File: src/rtl/pc_sequencer_if.sv
// Fetch-stage redirect controls in, PC / EPC / return-address-stack status out.
interface pc_sequencer_if #(
   parameter int ADDR_WIDTH = 32,
   parameter int RAS_DEPTH  = 4
);
   logic                          pc_enable;
   logic                          jump;
   logic [25:0]                   jea;
   logic                          branch;
   logic                          zero;
   logic                          is_nop;
   logic [ADDR_WIDTH-1:0]         imm_sign_extend;
   logic                          jump_register;
   logic [ADDR_WIDTH-1:0]         rs_data;
   logic                          link;
   logic                          ret;
   logic                          exception;
   logic                          eret;
   logic [ADDR_WIDTH-1:0]         pc;
   logic [ADDR_WIDTH-1:0]         epc;
   logic [ADDR_WIDTH-1:0]         ras_top;
   logic [$clog2(RAS_DEPTH):0]    ras_count;
   logic                          ras_mispredict;
   logic                          addr_misalign;

   modport master (
      output pc_enable, jump, jea, branch, zero, is_nop, imm_sign_extend,
             jump_register, rs_data, link, ret, exception, eret,
      input  pc, epc, ras_top, ras_count, ras_mispredict, addr_misalign
   );

   modport slave (
      input  pc_enable, jump, jea, branch, zero, is_nop, imm_sign_extend,
             jump_register, rs_data, link, ret, exception, eret,
      output pc, epc, ras_top, ras_count, ras_mispredict, addr_misalign
   );
endinterface

File: src/rtl/pc_sequencer.sv
// Program-counter sequencer: prioritised next-PC select, exception/EPC handling
// and a circular return-address stack that checks `jr $ra` targets.
module pc_sequencer #(
   parameter int                    ADDR_WIDTH   = 32,
   parameter logic [ADDR_WIDTH-1:0] RESET_VECTOR = '0,
   parameter logic [ADDR_WIDTH-1:0] EXC_VECTOR   = ADDR_WIDTH'(32'h0000_0180),
   parameter int                    RAS_DEPTH    = 4
) (
   input logic          clk,
   input logic          rst,
   pc_sequencer_if.slave bus
);
   localparam int PW = $clog2(RAS_DEPTH);
   localparam int CW = PW + 1;

   logic [ADDR_WIDTH-1:0] pc_r, epc_r;
   logic [ADDR_WIDTH-1:0] ras_mem [RAS_DEPTH];
   logic [PW-1:0]         ptr;
   logic [CW-1:0]         count;
   logic                  mispredict_r, misalign_r;

   logic [ADDR_WIDTH-1:0] pc4, jaddr, baddr, top_val;
   logic                  btaken, jr_misalign, active, redirect_ok;
   logic                  sel_jump, sel_jr, sel_mis, do_push, do_pop, empty;
   logic [PW-1:0]         top_idx, pop_ptr, ptr_nxt;
   logic [CW-1:0]         pop_cnt, cnt_nxt;
   logic                  mispredict_nxt;

   assign pc4   = pc_r + ADDR_WIDTH'(4);
   assign baddr = pc4 + {bus.imm_sign_extend[ADDR_WIDTH-3:0], 2'b00};

   generate
      if (ADDR_WIDTH == 28) begin : g_jaddr_narrow
         assign jaddr = {bus.jea, 2'b00};
      end else begin : g_jaddr_wide
         assign jaddr = {pc4[ADDR_WIDTH-1:28], bus.jea, 2'b00};
      end
   endgenerate

   always_comb begin
      btaken      = bus.branch & bus.zero & ~bus.is_nop;
      jr_misalign = bus.rs_data[1:0] != 2'b00;
      active      = ~bus.exception & bus.pc_enable;
      // Only the jump and aligned jump-register cases may touch the RAS.
      redirect_ok = active & ~bus.eret & ~bus.jump & ~btaken & bus.jump_register;
      sel_jump    = active & ~bus.eret & bus.jump;
      sel_jr      = redirect_ok & ~jr_misalign;
      sel_mis     = redirect_ok & jr_misalign;
      do_push     = bus.link & (sel_jump | sel_jr);
      do_pop      = bus.ret & sel_jr;

      empty   = count == '0;
      top_idx = ptr - PW'(1);
      top_val = empty ? '0 : ras_mem[top_idx];

      // Pop first, then push into the freed slot.
      pop_ptr = (do_pop & ~empty) ? top_idx : ptr;
      pop_cnt = (do_pop & ~empty) ? count - CW'(1) : count;
      ptr_nxt = do_push ? pop_ptr + PW'(1) : pop_ptr;
      cnt_nxt = pop_cnt;
      if (do_push && pop_cnt != CW'(RAS_DEPTH)) cnt_nxt = pop_cnt + CW'(1);
      mispredict_nxt = do_pop & (empty | (top_val != bus.rs_data));
   end

   always_ff @(posedge clk) begin
      if (rst) begin
         pc_r         <= RESET_VECTOR;
         epc_r        <= '0;
         ptr          <= '0;
         count        <= '0;
         mispredict_r <= 1'b0;
         misalign_r   <= 1'b0;
         for (int i = 0; i < RAS_DEPTH; i++) ras_mem[i] <= '0;
      end else begin
         mispredict_r <= mispredict_nxt;
         misalign_r   <= sel_mis;
         ptr          <= ptr_nxt;
         count        <= cnt_nxt;
         if (do_push) ras_mem[pop_ptr] <= pc4;

         if (bus.exception) begin
            epc_r <= pc_r;
            pc_r  <= EXC_VECTOR;
         end else if (bus.pc_enable) begin
            if (bus.eret)                pc_r <= epc_r;
            else if (bus.jump)           pc_r <= jaddr;
            else if (btaken)             pc_r <= baddr;
            else if (sel_mis) begin
               epc_r <= pc_r;
               pc_r  <= EXC_VECTOR;
            end
            else if (bus.jump_register)  pc_r <= bus.rs_data;
            else                         pc_r <= pc4;
         end
      end
   end

   assign bus.pc             = pc_r;
   assign bus.epc            = epc_r;
   assign bus.ras_top        = top_val;
   assign bus.ras_count      = count;
   assign bus.ras_mispredict = mispredict_r;
   assign bus.addr_misalign  = misalign_r;
endmodule

File: src/flat_wrapper.sv
// flat-port wrapper written by rule: the top's interface ports become plain ports
module pc_sequencer_flat 
#(
   parameter int                    ADDR_WIDTH   = 32,
   parameter logic [ADDR_WIDTH-1:0] RESET_VECTOR = '0,
   parameter logic [ADDR_WIDTH-1:0] EXC_VECTOR   = ADDR_WIDTH'(32'h0000_0180),
   parameter int                    RAS_DEPTH    = 4
)
  (clk, rst, bus_pc_enable, bus_jump, bus_jea, bus_branch, bus_zero, bus_is_nop, bus_imm_sign_extend, bus_jump_register, bus_rs_data, bus_link, bus_ret, bus_exception, bus_eret, bus_pc, bus_epc, bus_ras_top, bus_ras_count, bus_ras_mispredict, bus_addr_misalign);
  pc_sequencer_if #(.ADDR_WIDTH(ADDR_WIDTH), .RAS_DEPTH(RAS_DEPTH)) bus_i ();
  input logic clk;
  input logic rst;
  input wire logic [$bits(bus_i.pc_enable)-1:0] bus_pc_enable;
  input wire logic [$bits(bus_i.jump)-1:0] bus_jump;
  input wire logic [$bits(bus_i.jea)-1:0] bus_jea;
  input wire logic [$bits(bus_i.branch)-1:0] bus_branch;
  input wire logic [$bits(bus_i.zero)-1:0] bus_zero;
  input wire logic [$bits(bus_i.is_nop)-1:0] bus_is_nop;
  input wire logic [$bits(bus_i.imm_sign_extend)-1:0] bus_imm_sign_extend;
  input wire logic [$bits(bus_i.jump_register)-1:0] bus_jump_register;
  input wire logic [$bits(bus_i.rs_data)-1:0] bus_rs_data;
  input wire logic [$bits(bus_i.link)-1:0] bus_link;
  input wire logic [$bits(bus_i.ret)-1:0] bus_ret;
  input wire logic [$bits(bus_i.exception)-1:0] bus_exception;
  input wire logic [$bits(bus_i.eret)-1:0] bus_eret;
  output wire logic [$bits(bus_i.pc)-1:0] bus_pc;
  output wire logic [$bits(bus_i.epc)-1:0] bus_epc;
  output wire logic [$bits(bus_i.ras_top)-1:0] bus_ras_top;
  output wire logic [$bits(bus_i.ras_count)-1:0] bus_ras_count;
  output wire logic [$bits(bus_i.ras_mispredict)-1:0] bus_ras_mispredict;
  output wire logic [$bits(bus_i.addr_misalign)-1:0] bus_addr_misalign;
  assign bus_i.pc_enable = bus_pc_enable;
  assign bus_i.jump = bus_jump;
  assign bus_i.jea = bus_jea;
  assign bus_i.branch = bus_branch;
  assign bus_i.zero = bus_zero;
  assign bus_i.is_nop = bus_is_nop;
  assign bus_i.imm_sign_extend = bus_imm_sign_extend;
  assign bus_i.jump_register = bus_jump_register;
  assign bus_i.rs_data = bus_rs_data;
  assign bus_i.link = bus_link;
  assign bus_i.ret = bus_ret;
  assign bus_i.exception = bus_exception;
  assign bus_i.eret = bus_eret;
  assign bus_pc = bus_i.pc;
  assign bus_epc = bus_i.epc;
  assign bus_ras_top = bus_i.ras_top;
  assign bus_ras_count = bus_i.ras_count;
  assign bus_ras_mispredict = bus_i.ras_mispredict;
  assign bus_addr_misalign = bus_i.addr_misalign;
  pc_sequencer #(.ADDR_WIDTH(ADDR_WIDTH), .RESET_VECTOR(RESET_VECTOR), .EXC_VECTOR(EXC_VECTOR), .RAS_DEPTH(RAS_DEPTH)) u_core (.clk(clk), .rst(rst), .bus(bus_i));
endmodule
File: config.mk
export PLATFORM = sky130hd
export DESIGN_NAME = pc_sequencer_flat
export DESIGN_NICKNAME = d
export VERILOG_FILES = /design/src/rtl/pc_sequencer_if.sv /design/src/rtl/pc_sequencer.sv /design/src/flat_wrapper.sv
export SDC_FILE = /design/constraint.sdc
export NUM_CORES = 1
export LEC_CHECK = 0
export CAP_MARGIN = 20
export CORE_MARGIN = 3
export CORE_UTILIZATION = 45
export CTS_BUF_LIST = sky130_fd_sc_hd__clkbuf_4 sky130_fd_sc_hd__clkbuf_8
export CTS_CLUSTER_DIAMETER = 50
export CTS_CLUSTER_SIZE = 8
export DETAILED_ROUTE_END_ITERATION = 10
export PLACE_DENSITY = 0.67
export REMOVE_ABC_BUFFERS = 1
export SYNTH_ARGS = -nofsm -noshare
export SYNTH_HDL_FRONTEND = slang
export SYNTH_SLANG_ARGS = --single-unit
File: constraint.sdc
create_clock -name clk -period 4.4 [get_ports clk]
set_input_delay 0.88 -clock clk [delete_from_list [all_inputs] [get_ports clk]]
set_output_delay 0.88 -clock clk [all_outputs]
set_load 0.1 [all_outputs]
==> impl_results.md <==
* Synth top cells by count: nor2_1 (192), nand2_1 (153), edfxtp_1 (128), a21oi_1 (89), o21ai_0 (73)
* Largest net degree at the start of global routing at 60
* Initial Utilization at 46.2%
* Vias at 11,200
* Ant. Diodes at 0
* Layout cells sized above 1 at 12.4%
* Synth Instances at 1,320
* DR iter-0 viols at 1,112
* Post-synthesis simple-gate area fraction at 19.8%
* Reg clk slew, reported paths at 0.12 ns
* Combinational share of power at 20.7%
* Cell Rows at 59
* WL final at 42.2 mm
* Peak VDD IR at 165 uV
* FF-to-FF End: u_core.bus.pc[28]$_SDFFE_PP0P_
* Fmax at 241 MHz
* Crit Path Category: flip-flop to flip-flop
* CTS root buffer: clkbuf_8
* Adder-cell share of the synthesized area at 4.39%
* Switching Power at 1.40 mW
* Synth cell types at 72
* Status: finished clean
* Power Density at 282 mW/mm2
* Worst-Margin Slew at 1.03 ns
* Die W at 170 um
* XOR/XNOR share of the synthesized area at 5.83%
* Number of flops mapped to enable cells by yosys at 128
* Relative slew slack at 31.4%
* Worst clock skew at 0.0283 ns
* First-pass GRT wire length at 63.4 mm
* Gr usage total at 28.8%
* Internal power at 2.90 mW
* RSZ-0062 raised after global routing: no
* P&R area growth vs syn at 25.4%
* Setup TNS at 0 ns
* CP startpoint kind: flip-flop
* Post-synthesis compound-gate area fraction at 15.6%
* TritonCTS clock tree: built
* H-tree depth at 4
* Worst r2r src: u_core.bus.pc[14]$_SDFFE_PP0P_
* Final period utilization at 94.4%
* Worst EP arrival at 4.53 ns
* Largest cells by area after synthesis: edfxtp_1 (32%), dfxtp_1 (12%), nor2_1 (5.9%)
* Worst setup path endpoint: u_core.bus.pc[28]$_SDFFE_PP0P_
* Cell taking the most area after synthesis: edfxtp_1
* CP Max Fanout at 6
* Final Max Tran Viols at 0
* Initial antenna violation count at 0
* Sw Ratio at 32.6%
* Fin crit period at 4.15 ns
* Postcts setup bufs at 0
* Synth async-reset ratio at 0%
* Crit. End Element: flip-flop
* Core Area at 0.0263 mm2
* Number of instances in the placed design at 1,855
* Max-Cap Viols at 0
* Sequential power share at 48.3%
* Overflow after GRT at 0
* Leak at 5.79 nW
* Port bufs at 200
* CP Data Required Time at 4.77 ns
* Largest family of logic cells by synthesized area: simple AND/OR/NAND/NOR gates
* Footprint of the multi-input gates at 0.00638 mm2
* Vias in the first global route at 10,600
* Synth warn at 0
* Cells on worst reg2reg path at 15
* Skew-Pair Late Insertion Delay at 0.50 ns
* Iteration count of the initial detailed-routing pass at 7
* Die span in y at 170 um
* I/O pins at 203
* Die Area at 0.0290 mm2
* Final hold violations at 0
* Layout Cells excl Fill at 1,887
* FF/Latch Area at 0.00527 mm2
* Post-synth top flop: edfxtp_1
* Worst Hold Margin at 0.478 ns
* Vias per inst at 5.94
* DRC viols at 0
* #FFs+latches synth at 199
* Post-DP HPWL at 32.1 mm
* Worst slack at placement at 0.310 ns
* Synth top area share at 31.7%
* DRT antenna net count at 0
* Critical Path Source: u_core.bus.pc[14]$_SDFFE_PP0P_
* Core Util, Final at 57.9%
* Layout net count at 1,683
* Sink Count at 199
* FILL cells at 2,371
* R2R setup slack at 0.25 ns
* Routed len/inst at 22.3 um
* Tightest Hold Check Type: flip-flop to flip-flop
* Clk buf depth at 2
* CTS buffer count at 17
* Sequential cell area fraction in the yosys report at 43.4%
* Final WS setup at 0.245 ns
* Syn_area_per_cell at 9.20 um2
* Clock share of power at 31.0%
* Synthesized cell area at 0.0121 mm2
* Final Wtd Congestion at 0.970
* Cell with the most instances after synthesis: nor2_1
* Final setup fails at 0
* Proportion of synthesized area in mux cells at 6.76%
-- routing by layer --
| metal | global-route usage, % | routed length (um) | vias to the layer above |
|---|---|---|---|
| met5 | 0 | 0 | - |
| met4 | 7.90 | 1120 | 0 |
| met3 | 5.30 | 3820 | 59 |
| met2 | 44.7 | 19100 | 557 |
| met1 | 41.5 | 18200 | 5381 |
| li1 | - | - | 5203 |
-- registers in the layout (all words and copies together), names as in the netlist --
| name | flops |
|---|---|
| u_core.bus.pc | 32 |
| u_core.ras_mem | 128 |
| u_core.ptr | 2 |
| u_core.bus.ras_mispredict | 1 |
| u_core.bus.ras_count | 3 |
| u_core.bus.epc | 32 |
| u_core.bus.addr_misalign | 1 |
-- stage by stage --
step,area (um2),total power [mW]
2_1_floorplan,11800,2.61
3_3_place_gp,14800,2.99
5_1_grt,15200,4.44
6_report,15200,4.30
4_1_cts,15200,4.29
3_5_place_dp,14800,2.99
-- power groups by stage --
stage,Sequential [mW],Clock (mW),Combinational (mW)
after floorplan,2.24,0,0.371
after global placement,2.11,0,0.874
after detailed placement,2.12,0,0.877
after CTS,2.07,1.34,0.882
after global routing,2.08,1.42,0.942
final,2.07,1.33,0.891
-- layout by cell type (no fill, tap or decap), drive strengths merged, types with 8 or more instances in the layout --
cell           Yosys  layout
o211ai            12      12
a221oi            17      17
or3                9       9
inv               54      60
edfxtp           128     128
nand2b             8       8
xor2              41      41
a21o              12      12
a31oi             14      14
o22ai              8       8
dfxtp             71      71
nor2             192     192
o21ai             85      85
a211oi            12      12
mux4              32      32
nand3             44      44
nor3              17      17
buf               12     110
clkbuf            63      18
xnor2             39      39
and3              17      17
nor4               8       8
and2              38      38
a21oi             89      89
clkdlybuf4s50      0     165
nand4             17      17
ha                41      41
nand2            153     153
-- kinds of logic (layout without fill, tap and decap cells) --
family | count (synthesis) | after routing
fa+ha+maj | 42 | 42
flops | 199 | 199
xor+xnor | 80 | 80
simple gates | 525 | 525
mux | 41 | 41
compound gates | 303 | 303
buf+inv | 130 | 362
-- worst min path at each step --
stage	from	to	cells past startpoint
2_1_floorplan	u_core.bus.epc[30]$_SDFFE_PP0P_	u_core.bus.epc[30]$_SDFFE_PP0P_	2
3_3_place_gp	u_core.bus.epc[23]$_SDFFE_PP0P_	u_core.bus.epc[23]$_SDFFE_PP0P_	2
3_5_place_dp	u_core.bus.epc[26]$_SDFFE_PP0P_	u_core.bus.epc[26]$_SDFFE_PP0P_	2
4_1_cts	u_core.bus.epc[2]$_SDFFE_PP0P_	u_core.bus.epc[2]$_SDFFE_PP0P_	2
5_1_grt	u_core.bus.epc[16]$_SDFFE_PP0P_	u_core.bus.epc[16]$_SDFFE_PP0P_	2
6_report	u_core.bus.epc[2]$_SDFFE_PP0P_	u_core.bus.epc[2]$_SDFFE_PP0P_	2
-- worst max-delay path: stages, from the launching register on --
cell and delay [ns]:
dfxtp_1 0.48, nand3_1 0.21, nor4_1 0.34, buf_4 0.18
nand3_1 0.10, xor2_1 0.32, inv_1 0.12, ha_1 0.34
a21o_1 0.22, a21o_1 0.17, a21o_1 0.18, a2111oi_1 0.47
o21bai_1 0.13, or4_1 0.53, a32oi_1 0.20, nor2_1 0.06
-- cell type report --
| type | count | share of cell area (%) |
|---|---|---|
| well taps | 335 | 2.75 |
| flip-flops and latches | 199 | 34.6 |
| repair buffers | 275 | 16.5 |
| clock inverters | 14 | 1.33 |
| inverters | 55 | 1.36 |
| multi-input cells | 991 | 41.9 |
| clock buffers | 18 | 1.59 |
-- timing repair --
item                                   4_1_cts  5_1_grt
resized for setup                            0        2
setup endpoints to repair                    0        2
hold buffers                                 0        0
endpoints found under the hold margin        0        0
(Power assumes the default switching activity.)
